==> src/rtl/placement_registry_pkg.sv <==
// Shared sizing, coordinate/entry types and FSM encodings for the placement registry.
package placement_registry_pkg;

  localparam int unsigned NEST_num       = 4;
  localparam int unsigned SUGARPATCH_num = 8;
  localparam int unsigned X_bits         = 8;
  localparam int unsigned Y_bits         = 7;
  localparam int unsigned MIN_SEP        = 16;

  localparam int unsigned NEST_num_bits       = (NEST_num > 1) ? $clog2(NEST_num) : 1;
  localparam int unsigned SUGARPATCH_num_bits = (SUGARPATCH_num > 1) ? $clog2(SUGARPATCH_num) : 1;
  localparam int unsigned ENT_num             = NEST_num + SUGARPATCH_num;
  localparam int unsigned ENT_bits            = (ENT_num > 1) ? $clog2(ENT_num) : 1;

  typedef logic [X_bits-1:0] xcoord_t;
  typedef logic [Y_bits-1:0] ycoord_t;

  typedef struct packed {
    logic    valid;
    xcoord_t x;
    ycoord_t y;
  } entry_t;

  // Query FSM encodings
  localparam logic [1:0] ST_IDLE = 2'd0;
  localparam logic [1:0] ST_SCAN = 2'd1;
  localparam logic [1:0] ST_RESP = 2'd2;

  // Range check done at 32 bits so it stays meaningful whatever the id width.
  function automatic logic id_in_range(input int unsigned id, input int unsigned num);
    return id < num;
  endfunction

endpackage

==> src/rtl/placement_registry_proximity_cmp.sv <==
// Combinational collision test of one stored entry against a query point.
module proximity_cmp
  import placement_registry_pkg::*;
(
  input  entry_t  ent,
  input  xcoord_t qx,
  input  ycoord_t qy,
  output logic    hit
);

  logic signed [X_bits:0] dx;
  logic signed [Y_bits:0] dy;
  logic        [X_bits:0] adx;
  logic        [Y_bits:0] ady;

  // One extra bit keeps the differences signed without wrap-around.
  always_comb begin
    dx  = $signed({1'b0, ent.x}) - $signed({1'b0, qx});
    dy  = $signed({1'b0, ent.y}) - $signed({1'b0, qy});
    adx = dx[X_bits] ? $unsigned(-dx) : $unsigned(dx);
    ady = dy[Y_bits] ? $unsigned(-dy) : $unsigned(dy);
    hit = ent.valid
       && (adx < (X_bits+1)'(MIN_SEP))
       && (ady < (Y_bits+1)'(MIN_SEP));
  end

endmodule

==> src/rtl/placement_registry.sv <==
// Nest / sugar-patch coordinate store with a sequential proximity-query responder.
module placement_registry
  import placement_registry_pkg::*;
(
  input  logic                                 setup_clk,
  input  logic                                 RESET_SIM_N,
  input  logic                                 clear,
  input  logic                                 nest_we,
  input  logic [NEST_num_bits-1:0]             nest_id,
  input  logic [X_bits-1:0]                    nest_x,
  input  logic [Y_bits-1:0]                    nest_y,
  input  logic                                 patch_we,
  input  logic [SUGARPATCH_num_bits-1:0]       patch_id,
  input  logic [X_bits-1:0]                    patch_x,
  input  logic [Y_bits-1:0]                    patch_y,
  input  logic                                 qry_valid,
  input  logic [X_bits-1:0]                    qry_x,
  input  logic [Y_bits-1:0]                    qry_y,
  output logic                                 qry_ready,
  output logic                                 resp_valid,
  input  logic                                 resp_ready,
  output logic                                 resp_collision,
  output logic [ENT_bits-1:0]                  resp_hit_idx,
  output logic [NEST_num-1:0][X_bits-1:0]      nests_X,
  output logic [NEST_num-1:0][Y_bits-1:0]      nests_Y,
  output logic [ENT_num-1:0]                   valid_mask
);

  xcoord_t            ent_x [ENT_num];
  ycoord_t            ent_y [ENT_num];
  logic [ENT_num-1:0] valid_q;

  logic [1:0]          state_q;
  logic [ENT_bits-1:0] idx_q;
  xcoord_t             qx_q;
  ycoord_t             qy_q;
  logic                coll_q;
  logic [ENT_bits-1:0] hit_idx_q;

  logic [ENT_bits-1:0] nest_ent;
  logic [ENT_bits-1:0] patch_ent;
  logic                nest_wr;
  logic                patch_wr;
  entry_t              cur;
  logic                cur_hit;
  logic                last_idx;

  assign nest_ent  = ENT_bits'(nest_id);
  assign patch_ent = ENT_bits'(NEST_num) + ENT_bits'(patch_id);
  assign nest_wr   = nest_we  && id_in_range(32'(nest_id), NEST_num);
  assign patch_wr  = patch_we && id_in_range(32'(patch_id), SUGARPATCH_num);
  assign last_idx  = (idx_q == ENT_bits'(ENT_num - 1));

  // Coordinate storage; written in every state, unaffected by clear.
  always_ff @(posedge setup_clk or negedge RESET_SIM_N) begin
    if (!RESET_SIM_N) begin
      for (int unsigned i = 0; i < ENT_num; i++) begin
        ent_x[i] <= '0;
        ent_y[i] <= '0;
      end
    end else begin
      if (nest_wr) begin
        ent_x[nest_ent] <= nest_x;
        ent_y[nest_ent] <= nest_y;
      end
      if (patch_wr) begin
        ent_x[patch_ent] <= patch_x;
        ent_y[patch_ent] <= patch_y;
      end
    end
  end

  // Valid bits: writes set, clear wins over a same-cycle write.
  always_ff @(posedge setup_clk or negedge RESET_SIM_N) begin
    if (!RESET_SIM_N) begin
      valid_q <= '0;
    end else if (clear) begin
      valid_q <= '0;
    end else begin
      if (nest_wr)  valid_q[nest_ent]  <= 1'b1;
      if (patch_wr) valid_q[patch_ent] <= 1'b1;
    end
  end

  // Select the entry under scan from the current (pre-edge) storage.
  always_comb begin
    cur = '0;
    if (id_in_range(32'(idx_q), ENT_num)) begin
      cur.valid = valid_q[idx_q];
      cur.x     = ent_x[idx_q];
      cur.y     = ent_y[idx_q];
    end
  end

  proximity_cmp u_cmp (
    .ent (cur),
    .qx  (qx_q),
    .qy  (qy_q),
    .hit (cur_hit)
  );

  // Query FSM: accept in IDLE, scan one entry per cycle, hold result in RESP.
  always_ff @(posedge setup_clk or negedge RESET_SIM_N) begin
    if (!RESET_SIM_N) begin
      state_q   <= ST_IDLE;
      idx_q     <= '0;
      qx_q      <= '0;
      qy_q      <= '0;
      coll_q    <= 1'b0;
      hit_idx_q <= '0;
    end else begin
      case (state_q)
        ST_IDLE: begin
          if (qry_valid) begin
            qx_q    <= qry_x;
            qy_q    <= qry_y;
            idx_q   <= '0;
            state_q <= ST_SCAN;
          end
        end
        ST_SCAN: begin
          if (cur_hit) begin
            coll_q    <= 1'b1;
            hit_idx_q <= idx_q;
            state_q   <= ST_RESP;
          end else if (last_idx) begin
            coll_q    <= 1'b0;
            hit_idx_q <= '0;
            state_q   <= ST_RESP;
          end else begin
            idx_q <= idx_q + 1'b1;
          end
        end
        ST_RESP: begin
          if (resp_ready) state_q <= ST_IDLE;
        end
        default: state_q <= ST_IDLE;
      endcase
    end
  end

  // Expose nest coordinates as flat arrays.
  always_comb begin
    nests_X = '0;
    nests_Y = '0;
    for (int unsigned i = 0; i < NEST_num; i++) begin
      nests_X[i] = ent_x[i];
      nests_Y[i] = ent_y[i];
    end
  end

  assign qry_ready      = (state_q == ST_IDLE);
  assign resp_valid     = (state_q == ST_RESP);
  assign resp_collision = coll_q;
  assign resp_hit_idx   = hit_idx_q;
  assign valid_mask     = valid_q;

endmodule

==> config.mk <==
export PLATFORM = sky130hd
export DESIGN_NAME = placement_registry
export DESIGN_NICKNAME = d
export VERILOG_FILES = /design/src/rtl/placement_registry_pkg.sv /design/src/rtl/placement_registry_proximity_cmp.sv /design/src/rtl/placement_registry.sv
export SDC_FILE = /design/constraint.sdc
export NUM_CORES = 1
export LEC_CHECK = 0
export CAP_MARGIN = 15
export CORE_AREA = 2 2 184 114
export CTS_CLUSTER_SIZE = 16
export DETAILED_ROUTE_END_ITERATION = 16
export DIE_AREA = 0 0 186 116
export GPL_ROUTABILITY_DRIVEN = 0
export GPL_TIMING_DRIVEN = 0
export HOLD_SLACK_MARGIN = 0.08
export PLACE_DENSITY = 0.78
export SYNTH_ARGS = -nofsm -noshare
export SYNTH_HDL_FRONTEND = slang
export SYNTH_SLANG_ARGS = --single-unit
==> constraint.sdc <==
create_clock -name setup_clk -period 4.75 [get_ports setup_clk]
set_input_delay 0.95 -clock setup_clk [delete_from_list [all_inputs] [get_ports setup_clk]]
set_output_delay 0.95 -clock setup_clk [all_outputs]
set_load 0.02 [all_outputs]
=== Yosys cells after proc, flatten, opt, wreduce, memory -nomap -nowiden ===
Cells that the tools add are included.

* Add/sub/neg operators: 6
* $lt $le $gt $ge: 13
* Equal/unequal tests: 8
* Multiplexer cells: 48
* Bitwise logic cells: 5
* Reductions and logical operators: 13

{| class="wikitable"
|+ Operators by type and width
! cell !! count
|-
| 96-bit bitwise mux || 2
|-
| 96-bit 2-to-1 mux || 2
|-
| 84-bit bitwise mux || 2
|-
| 84-bit 2-to-1 mux || 2
|-
| 8-bit demux with 4-bit select || 2
|-
| 7-bit demux with 4-bit select || 2
|-
| 12-bit 2-to-1 mux || 4
|-
| 8-bit 2-to-1 mux || 5
|-
| 8-bit binary-select mux with 4-bit select || 1
|-
| 7-bit binary-select mux with 4-bit select || 1
|-
| 7-bit 2-to-1 mux || 4
|-
| 4-bit 2-to-1 mux || 5
|-
| 16-bit 2-to-1 mux || 1
|-
| 5-bit >= comparator (second input constant) || 3
|-
| 12-bit OR || 1
|-
| 12-bit by 4-bit OR with 12-bit output || 1
|-
| 4-bit by 5-bit < comparator with 1-bit output (second input constant) || 2
|-
| 5-bit by 1-bit < comparator with 1-bit output (second input constant) || 2
|-
| 4-bit inverter with 5-bit output || 2
|-
| 9-bit by 5-bit < comparator with 1-bit output (second input constant) || 1
|-
| 9-bit 2-to-1 mux || 1
|-
| 9-bit negation || 1
|-
| 8-bit by 8-bit subtractor with 9-bit output || 1
|-
| 8-bit by 5-bit < comparator with 1-bit output (second input constant) || 1
|-
| other kinds (28) || 44
|}

* Register bits after elaboration: 218
* Bits of input ports: 57
* Output and inout bits: 79
* Word-level logic and storage cells: 124

=== Depth between registers and ports, before layout ===
Gate-level depths: netlist of run 1.

* Depth after elaboration: 13
* Depth in mapped cells: 17
* Mapped depth without buffers: 15

=== Hierarchy ===
A second synthesis of run 1 with hierarchy kept.

* Cells, all modules: 835
* Area, all modules: 11091.9 µm²

{| class="wikitable"
|+ Modules (own cells, without submodules)
! module !! instances !! cells an instance !! area each (µm²) !! sequential area each (µm²)
|-
| placement_registry || 1 || 714 || 10232.3 || 5455.2
|-
| proximity_cmp || 1 || 121 || 859.6 || 0.0
|}

=== Least setup slack after synthesis of run 1 ===
OpenSTA, ideal clock, no wires.

* Path type: register to register
* Start point: register idx_q[0]
* End point: register idx_q[1]
* Library setup time: 127 ps
* Arrival time: 4142 ps
* Data required time: 4623 ps
* Slack: 481 ps
* Cell stages (with the launch flop): 17
* Buffers on the path: 3
* Period minus slack after synthesis: 4269 ps
* Path through: dfrtp_1 -> clkbuf_1 -> buf_2 -> buf_2 -> mux4_2 -> a21oi_1 -> ha_1 -> inv_1 -> fa_1 -> a21o_1 -> a41o_1 -> a2111oi_0 -> nand4b_1 -> a21oi_2 -> o221ai_4 -> nand2_2 -> mux2_1

* Cells in the longest elaborated chain, start to end: 13
* Elaborated cells between the ends (all ways): 29
* Those cells by class: add/sub (5); order compare (3); eq/ne (3); mux (14); bitwise (1); reduce/logical (3)

{| class="wikitable"
|+ Ends and longest elaborated chain
! what !! line !! RTL
|-
| start, declared || placement_registry.sv:34 || <nowiki>logic [ENT_bits-1:0] idx_q;</nowiki>
|-
| start signal, assigned || placement_registry.sv:131 || <nowiki>idx_q <= idx_q + 1'b1;</nowiki>
|-
| 4-bit inverter with 5-bit output (implied by the code) || placement_registry.sv:90, placement_registry.sv:91 ||
|-
| 8-bit binary-select mux with 4-bit select || placement_registry.sv:90 || <nowiki>cur.x = ent_x[idx_q];</nowiki>
|-
| 8-bit 2-to-1 mux (implied by the code) (2 in a row) || placement_registry.sv:90 ||
|-
| 16-bit 2-to-1 mux || placement_registry.sv:88 || <nowiki>if (id_in_range(32'(idx_q), ENT_num)) begin</nowiki>
|-
| 8-bit by 8-bit subtractor with 9-bit output || placement_registry_proximity_cmp.sv:18 || <nowiki>dx = $signed({1'b0, ent.x}) - $signed({1'b0, qx});</nowiki>
|-
| 9-bit negation || placement_registry_proximity_cmp.sv:20 || <nowiki>adx = dx[X_bits] ? $unsigned(-dx) : $unsigned(dx);</nowiki>
|-
| 9-bit 2-to-1 mux || placement_registry_proximity_cmp.sv:20 ||
|-
| 9-bit by 5-bit < comparator with 1-bit output || placement_registry_proximity_cmp.sv:23 || <nowiki>&& (adx < (X_bits+1)'(MIN_SEP))</nowiki>
|-
| 1-bit logical AND || placement_registry_proximity_cmp.sv:23 ||
|-
| 1-bit logical AND || placement_registry_proximity_cmp.sv:24 || <nowiki>&& (ady < (Y_bits+1)'(MIN_SEP));</nowiki>
|-
| 2-bit != test (no source line) || -- ||
|-
| 4-bit AND reduction (no source line) || -- ||
|}

Parallel ways exist; a longest one is shown, timed or not. The select of a mux whose other input is x is not followed.
A chain may end at the register's enable or synchronous reset.

=== Worst setup path in the final report of run 1 ===
* Start point: register idx_q[1]
* End point: register idx_q[1]

The elaborated chain is that of the path after synthesis.

==> metrics.md, run 1 <==
| Metric | Value |
|---|---|
| Area growth, synth to finish | `21.80%` |
| CP endpoint kind | `flip-flop` |
| Initial DRC count | `535` |
| Post-Route WL | `26430 µm` |
| CTS tree | `yes` |
| First-pass GRT wire length | `around 41000 µm` |
| R2r worst-path depth | `14` |
| Final worst slack | `0.2052 ns` |
| Power Dens Cells | `626.2 mW/mm²` |
| Worst-Margin Slew | `1.190 ns` |
| Core Region | `0.01977 mm²` |
| Max-cap check violation count | `0` |
| TritonCTS Buffers | `21` |
| Worst Skew | `0.01777 ns` |
| Syn Inst Count | `820` |
| Layout cells sized above 1 | `0.3542` |
| Hold Fails Final Rpt | `0` |
| Vias in the first global route | `7208` |
| Final hold slack | `0.3905 ns` |
| Fillers | `1439` |
| Post-synthesis adder-cell area fraction | `0.02203` |
| Worst reg-to-reg setup slack | `between 0.2 and 0.25 ns` |
| Cell area after synthesis | `0.01091 mm²` |
| Hold_buf cts | `0` |
| Skew-Pair Late Insertion Delay | `slightly above 0.5 ns` |
| Main combinational cell family by area after synthesis | `multiplexers` |
| Tot Pwr | `between 8 and 9 mW` |
| Final period util | `0.9568` |
| Total global routing overflow | `0` |
| Number of setup buffers added after CTS | `0` |
| Final setup viols | `0` |
| CP Launch Type | `flip-flop` |
| Non-Filler Instances | `approximately 1.3k` |
| Synth Register Bits | `between 200 and 250` |
| RSZ-0062 raised after global routing | `false` |
| Mapped Nets | `895` |
| Mux share of post-synthesis cell area | `0.3052` |
| CP Data Arrival Time | `4.92 ns` |
| Clk slew on worst S/H paths | `around 0.070 ns` |
| Setup TNS | `0 ns` |
| Ys async rst share | `1.000` |
| Yosys warns | `0` |
| DR pass1 iterations | `5` |
| Area leader, netlist | `dfrtp_1` |
| Via Count | `7181` |
| Initial core utilization | `0.5517` |
| Die height | `116 µm` |
| Placed inst area | `around 0.013 mm²` |
| H-tree levels | `1` |
| Synth top cells by count | `dfrtp_1 (218), mux2_2 (181), buf_4 (60), nand2_1 (49), mux4_2 (47)` |
| Nets | `1051` |
| Top FF cell, synth | `dfrtp_1` |
| RR Endpoint | `idx_q[1]` |
| # IOs | `136` |
| XOR/XNOR Fraction of Synth Area | `0.003212` |
| Yosys top cell area share | `0.5002` |
| Pre-CTS setup slack | `-0.6515 ns` |
| Die area | `0.02158 mm²` |
| Rel. slew slack | `0.2053` |
| Reg-to-reg startpoint | `idx_q[1]` |
| Final slew viol count | `0` |
| Routed vias/inst | `5.681` |
| Maximum number of pins on one net before global-route repair | `82` |
| Count leader, synth | `dfrtp_1` |
| Worst-path fanout max | `10` |
| Kind of critical path | `reg2reg` |
| Seq/Total Area, Yosys | `0.5002` |
| Status | `finished clean` |
| Placed cells | `1226` |
| Clk buf depth | `3` |
| CTS sink count | `218` |
| Crit path time final | `4.545 ns` |
| P_leak | `5.713 nW` |
| Unique masters post-synth | `58` |
| Simple-Gate Fraction of Synth Area | `0.05002` |
| Synth area leaders | `dfrtp_1 (50%), mux2_2 (19%), mux4_2 (9.7%), buf_4 (4.1%), mux2i_1 (2.0%)` |
| Max Clk Rate | `0.2200 GHz` |
| Worst min-delay path class | `in2async` |
| EDFF count, synth | `0` |
| Synth Area in Compound Gates | `0.05311` |
| Placement row count | `40` |
| Total GRT Usage | `0.2510` |
| Port bufs | `131` |
| Drc violations | `0` |
| Final core area utilization | `0.6720` |
| DP HPWL | `18730 µm` |
| Clock root cell | `clkbuf_16` |
| Initial antenna violation count | `1` |
| Diodes inserted | `0` |
| Maximum vdd drop | `0.3036 mV` |
| Die width | `186 µm` |
| Fin area | `0.01328 mm²` |
| Required time worst endpoint | `5.12 ns` |
| Antenna-violating nets left | `0` |
| Syn Area/Cell | `13.30 µm²` |
| DR WL/cell | `20.91 µm` |
==> sequential cells by signal (all words and copies together), names as in the netlist <==
signal          flops
ent_x              64
ent_y              56
idx_q               4
nests_X            32
nests_Y            28
qx_q                8
qy_q                7
resp_collision      1
resp_hit_idx        4
state_q             2
valid_mask         12
==> worst max path at each step <==
stage / startpoint / endpoint / slack (ns) / depth (start not counted)
after floorplan: idx_q[0] / idx_q[1] / 0.48 / 16
after global placement: RESET_SIM_N / nests_X[28] / -6.48 / 1
after detailed placement: idx_q[1] / idx_q[1] / -0.65 / 17
after CTS: idx_q[1] / idx_q[1] / 0.06 / 17
after global routing: idx_q[1] / idx_q[1] / 0.01 / 14
final: idx_q[1] / idx_q[1] / 0.21 / 14
==> final cells by class <==
cell class,instances,area [µm²],area share
inverters,30,112.6,0.008477
multi-input cells,474,4730,0.3560
well taps,273,341.6,0.02571
clock inverters,12,68.82,0.005180
flip-flops and latches,218,5458,0.4108
plain buffers,97,633.1,0.04766
clock buffers,26,564.3,0.04248
repair buffers,134,1376,0.1036
==> metal layers <==
metal,vias up,global-route usage,share of wire
li1,3239,-,-
met1,3698,0.3914,0.48
met2,218,0.3713,0.44
met3,24,0.05280,0.068
met4,2,0.03885,0.011
met5,-,0,0.00034
==> layout by cell type, fill, tap and decap left out, types with 3 or more instances in the layout <==
cell	instances
nor2b_1	4
buf_4	62
buf_2	5
clkdlybuf4s50_1	130
nand3b_1	3
o21ai_1	4
clkbuf_2	4
dfrtp_1	216
inv_1	30
mux4_2	47
o21ai_0	30
nor3b_1	4
clkbuf_4	3
a211o_1	3
ha_1	16
o21a_1	3
nor3_1	6
nand4b_1	4
nand3_1	4
clkbuf_16	21
a21o_1	4
clkinv_2	9
xor2_1	3
nor2_1	20
clkbuf_1	24
nand4_1	3
a21oi_1	21
nand2b_1	4
a31oi_1	4
and2_1	3
mux2_2	181
nand2_1	49
mux2i_1	22
==> worst max-delay path: stages, from the launching register on <==
cell and delay, ns:
dfrtp_2 0.45, clkbuf_4 0.28, clkbuf_2 0.40, mux4_2 0.39
mux2i_1 0.23, o21ai_0 0.23, fa_1 0.52, a21o_1 0.23
a41o_1 0.26, a2111oi_1 0.44, nand4b_1 0.16, a21oi_2 0.18
o221ai_4 0.18, nand2_2 0.15, mux2_1 0.32
==> logic make-up after synthesis <==
family,count (synthesis)
AOI/OAI and AO/OA,89
xor gates and xnor gates,4
adders and majority gates,18
and+or+nand+nor,112
buffers and inverters,128
muxes,251
DFF,218
==> where the power goes <==
group / internal (mW) / total [mW] / switching (mW)
registers: 2.28 / 2.55 / 0.267
clock network: 0.850 / 1.57 / 0.723
logic: 1.99 / 4.20 / 2.20
total: 5.13 / 8.32 / 3.19
==> what timing repair did <==
action | 4_1_cts | 5_1_grt
cloned | 0 | 0
endpoints found under the hold margin | 0 | 0
resized for setup | 10 | 8
pin swaps | 0 | 0
endpoints found under the setup margin | 11 | 8
Power figures use the tool's default switching activity.
==> run 2, diff against run 1 <==
--- a/config.mk
+++ b/config.mk
@@ -13,7 +13,7 @@
 export GPL_ROUTABILITY_DRIVEN = 0
 export GPL_TIMING_DRIVEN = 0
 export HOLD_SLACK_MARGIN = 0.08
-export PLACE_DENSITY = 0.78
+export PLACE_DENSITY = 0.79
 export SYNTH_ARGS = -nofsm -noshare
 export SYNTH_HDL_FRONTEND = slang
 export SYNTH_SLANG_ARGS = --single-unit
==> metrics.md, run 2 (synthesis gave the netlist of run 1 again) <==
| Metric | Value |
|---|---|
| Die width | `186 µm (unchanged)` |
| Vias in the first global route | `7478 (+3.7%)` |
| Diodes inserted | `0 (unchanged)` |
| DP HPWL | `18750 µm (+0.11%)` |
| Die area | `0.02158 mm² (unchanged)` |
| Placed inst area | `0.01259 mm² (-0.22%)` |
| Commonest non-fill, non-tap cell in the layout | `dfrtp_1` |
| Max reg flops | `64 (unchanged)` |
| Routed vias/inst | `5.746 (+1.1%)` |
| Initial antenna violation count | `1 (unchanged)` |
| Pre-CTS setup slack | `-0.5406 ns (+0.1109 ns)` |
| Most frequent cells in the layout | `dfrtp_1 (216), mux2_2 (181), clkdlybuf4s50_1 (130)` |
| Hold Fails Final Rpt | `0 (unchanged)` |
| Biggest register | `ent_x` |
| Final worst slack | `0.2290 ns (+0.02384 ns)` |
| Placement row count | `40 (unchanged)` |
| Bufs and invs on worst path | `2 (unchanged)` |
| RSZ-0062 raised after global routing | `false` |
| Drc violations | `0 (unchanged)` |
| Clk buf depth | `3 (unchanged)` |
| Final period util | `0.9518 (-0.005020)` |
| Area growth, synth to finish | `22.15%` |
| Cell chain of the critical path | `inv_1 > clkdlybuf4s15_1 > mux2i_1 > o21ai_0 > fa_1 > a21o_1 > a41o_1 > a2111oi_0 > nand4b_1 > a21oi_2 > o221ai_4 > nand2_2 > mux2_1` |
| TritonCTS Buffers | `21 (unchanged)` |
| Setup TNS | `0 ns (unchanged)` |
| Hold_buf cts | `0 (unchanged)` |
| Final slew viol count | `0 (unchanged)` |
| Port bufs | `131 (unchanged)` |
| Worst min-delay path class | `reg2reg` |
| Status | `finished clean` |
| Worst-Margin Slew | `1.167 ns (-0.02263 ns)` |
| Fin area | `0.01332 mm² (+0.29%)` |
| Kind of critical path | `reg2reg` |
| Critical Path Max Stage Delay | `0.76 ns (+0.24 ns)` |
| DR pass1 iterations | `5 (unchanged)` |
| CP Data Arrival Time | `4.90 ns (-0.02 ns)` |
| Power Dens Cells | `633.7 mW/mm² (+1.2%)` |
| Rel. slew slack | `0.2204 (+0.01512)` |
| DR WL/cell | `21.34 µm (+2.1%)` |
| Clk slew on worst S/H paths | `0.07 ns (about the same)` |
| First-pass GRT wire length | `42080 µm (+2.6%)` |
| Total global routing overflow | `0 (unchanged)` |
| Nets | `1051 (unchanged)` |
| Skew-Pair Late Insertion Delay | `0.51 ns (about the same)` |
| Critical path's slowest cell | `clkdlybuf4s15_1` |
| Die height | `116 µm (unchanged)` |
| Core Region | `0.01977 mm² (unchanged)` |
| H-tree levels | `1 (unchanged)` |
| Layout cells sized above 1 | `0.3512 (-0.002973)` |
| Maximum number of pins on one net before global-route repair | `121 (+48%)` |
| Clock root cell | `clkbuf_16` |
| Post-Route WL | `26910 µm (+1.8%)` |
| CP endpoint kind | `flip-flop` |
| Final core area utilization | `0.6739 (+0.001962)` |
| Via Count | `7246 (+0.91%)` |
| Max Clk Rate | `0.2212 GHz (+0.53%)` |
| Non-Filler Instances | `1261 (-0.24%)` |
| Max-cap check violation count | `0 (unchanged)` |
| Initial core utilization | `0.5517 (unchanged)` |
| Antenna-violating nets left | `0 (unchanged)` |
| Worst-path fanout max | `10 (unchanged)` |
| Crit path time final | `4.521 ns (-0.02384 ns)` |
| Final setup viols | `0 (unchanged)` |
| Worst Skew | `0.009947 ns (-0.007824 ns)` |
| # IOs | `136 (unchanged)` |
| CTS sink count | `218 (unchanged)` |
| Total GRT Usage | `0.2586 (+0.007625)` |
| CTS tree | `yes` |
| Initial DRC count | `625 (+17%)` |
| Maximum vdd drop | `0.4371 mV (+44%)` |
| CP Launch Type | `flip-flop` |
| Required time worst endpoint | `5.13 ns (about the same)` |
| P_leak | `5.731 nW (+0.31%)` |
| Top Family by Delay on Critical Path | `compound AO/OA/AOI/OAI gates` |
| Placed cells | `1225 (-0.082%)` |
[run 2: changes by cell type in the layout (fill, tap and decap cells not counted), sizes merged]
cell,previous run,this run
buf,73,71
bufinv,0,2
clkbuf,54,58
clkdlybuf4s15,0,1
clkinv,9,2
clkinvlp,2,0
inv,31,32
[run 2: worst paths after layout]
| check | from | end | slack [ns] | cells past startpoint |
|---|---|---|---|---|
| worst max-delay path | idx_q[2] | idx_q[1] | 0.23 | 13 |
| worst min-delay path | resp_collision | resp_collision | 0.47 | 1 |
| worst max register to register | idx_q[2] | idx_q[1] | 0.23 | 13 |
| worst min register to register | resp_collision | resp_collision | 0.47 | 1 |
| max in group asynchronous | RESET_SIM_N | ent_y[11] | 3.22 | 2 |
| min in group asynchronous | RESET_SIM_N | qx_q[4] | 0.54 | 1 |
[run 2: cell type report]
cell class / count / area [µm²]
buffer: 97 / 643.1
sequential: 218 / 5458
clock buffer: 29 / 595.6
tap: 273 / 341.6
fill: 1427 / 6446
clock inverter: 6 / 90.09
inverter: 30 / 112.6
multi-input combinational: 474 / 4728
timing repair buffer: 134 / 1354
[run 2: per-stage QoR]
stage,power [mW],hold slack (ns)
detailed placement,6.685,0.4666
global route,8.948,0.5090
CTS,8.414,0.4809
finish,8.443,0.4747
global placement,6.559,0.4622
floorplan,5.483,0.4523
[run 2: per-layer routing]
| layer | part of all wire | vias up | track usage |
|---|---|---|---|
| li1 | - | 3236 | - |
| met1 | 0.48 | 3731 | 0.4048 |
| met2 | 0.43 | 249 | 0.3779 |
| met3 | 0.079 | 28 | 0.05343 |
| met4 | 0.014 | 2 | 0.04724 |
| met5 | 0.00048 | - | 0 |
[run 2: timing repair]
action | in CTS | in global routing
resized for setup | 8 | 13
buffers inserted | 0 | 0
endpoints found under the setup margin | 11 | 9
endpoints found under the hold margin | 0 | 0
pin swaps | 0 | 0
[run 2: worst reg2reg max path, delay by kind of cell, from the launching register on]
kind	cells	cell delay [ns]
AO/OA/AOI/OAI	6	1.49
buffers and inverters	2	0.94
multiplexers	2	0.64
adder cells (fa/ha/maj)	1	0.52
flip-flops	1	0.47
AND/OR/NAND/NOR	2	0.32
[run 2: where the power goes]
| part | switching (mW) | internal, mW | leakage (nW) | total, mW |
|---|---|---|---|---|
| clock network | 0.714 | 0.987 | 0.339 | 1.70 |
| registers | 0.271 | 2.28 | 2.64 | 2.55 |
| logic | 2.19 | 1.99 | 2.75 | 4.19 |
| total | 3.18 | 5.26 | 5.73 | 8.44 |
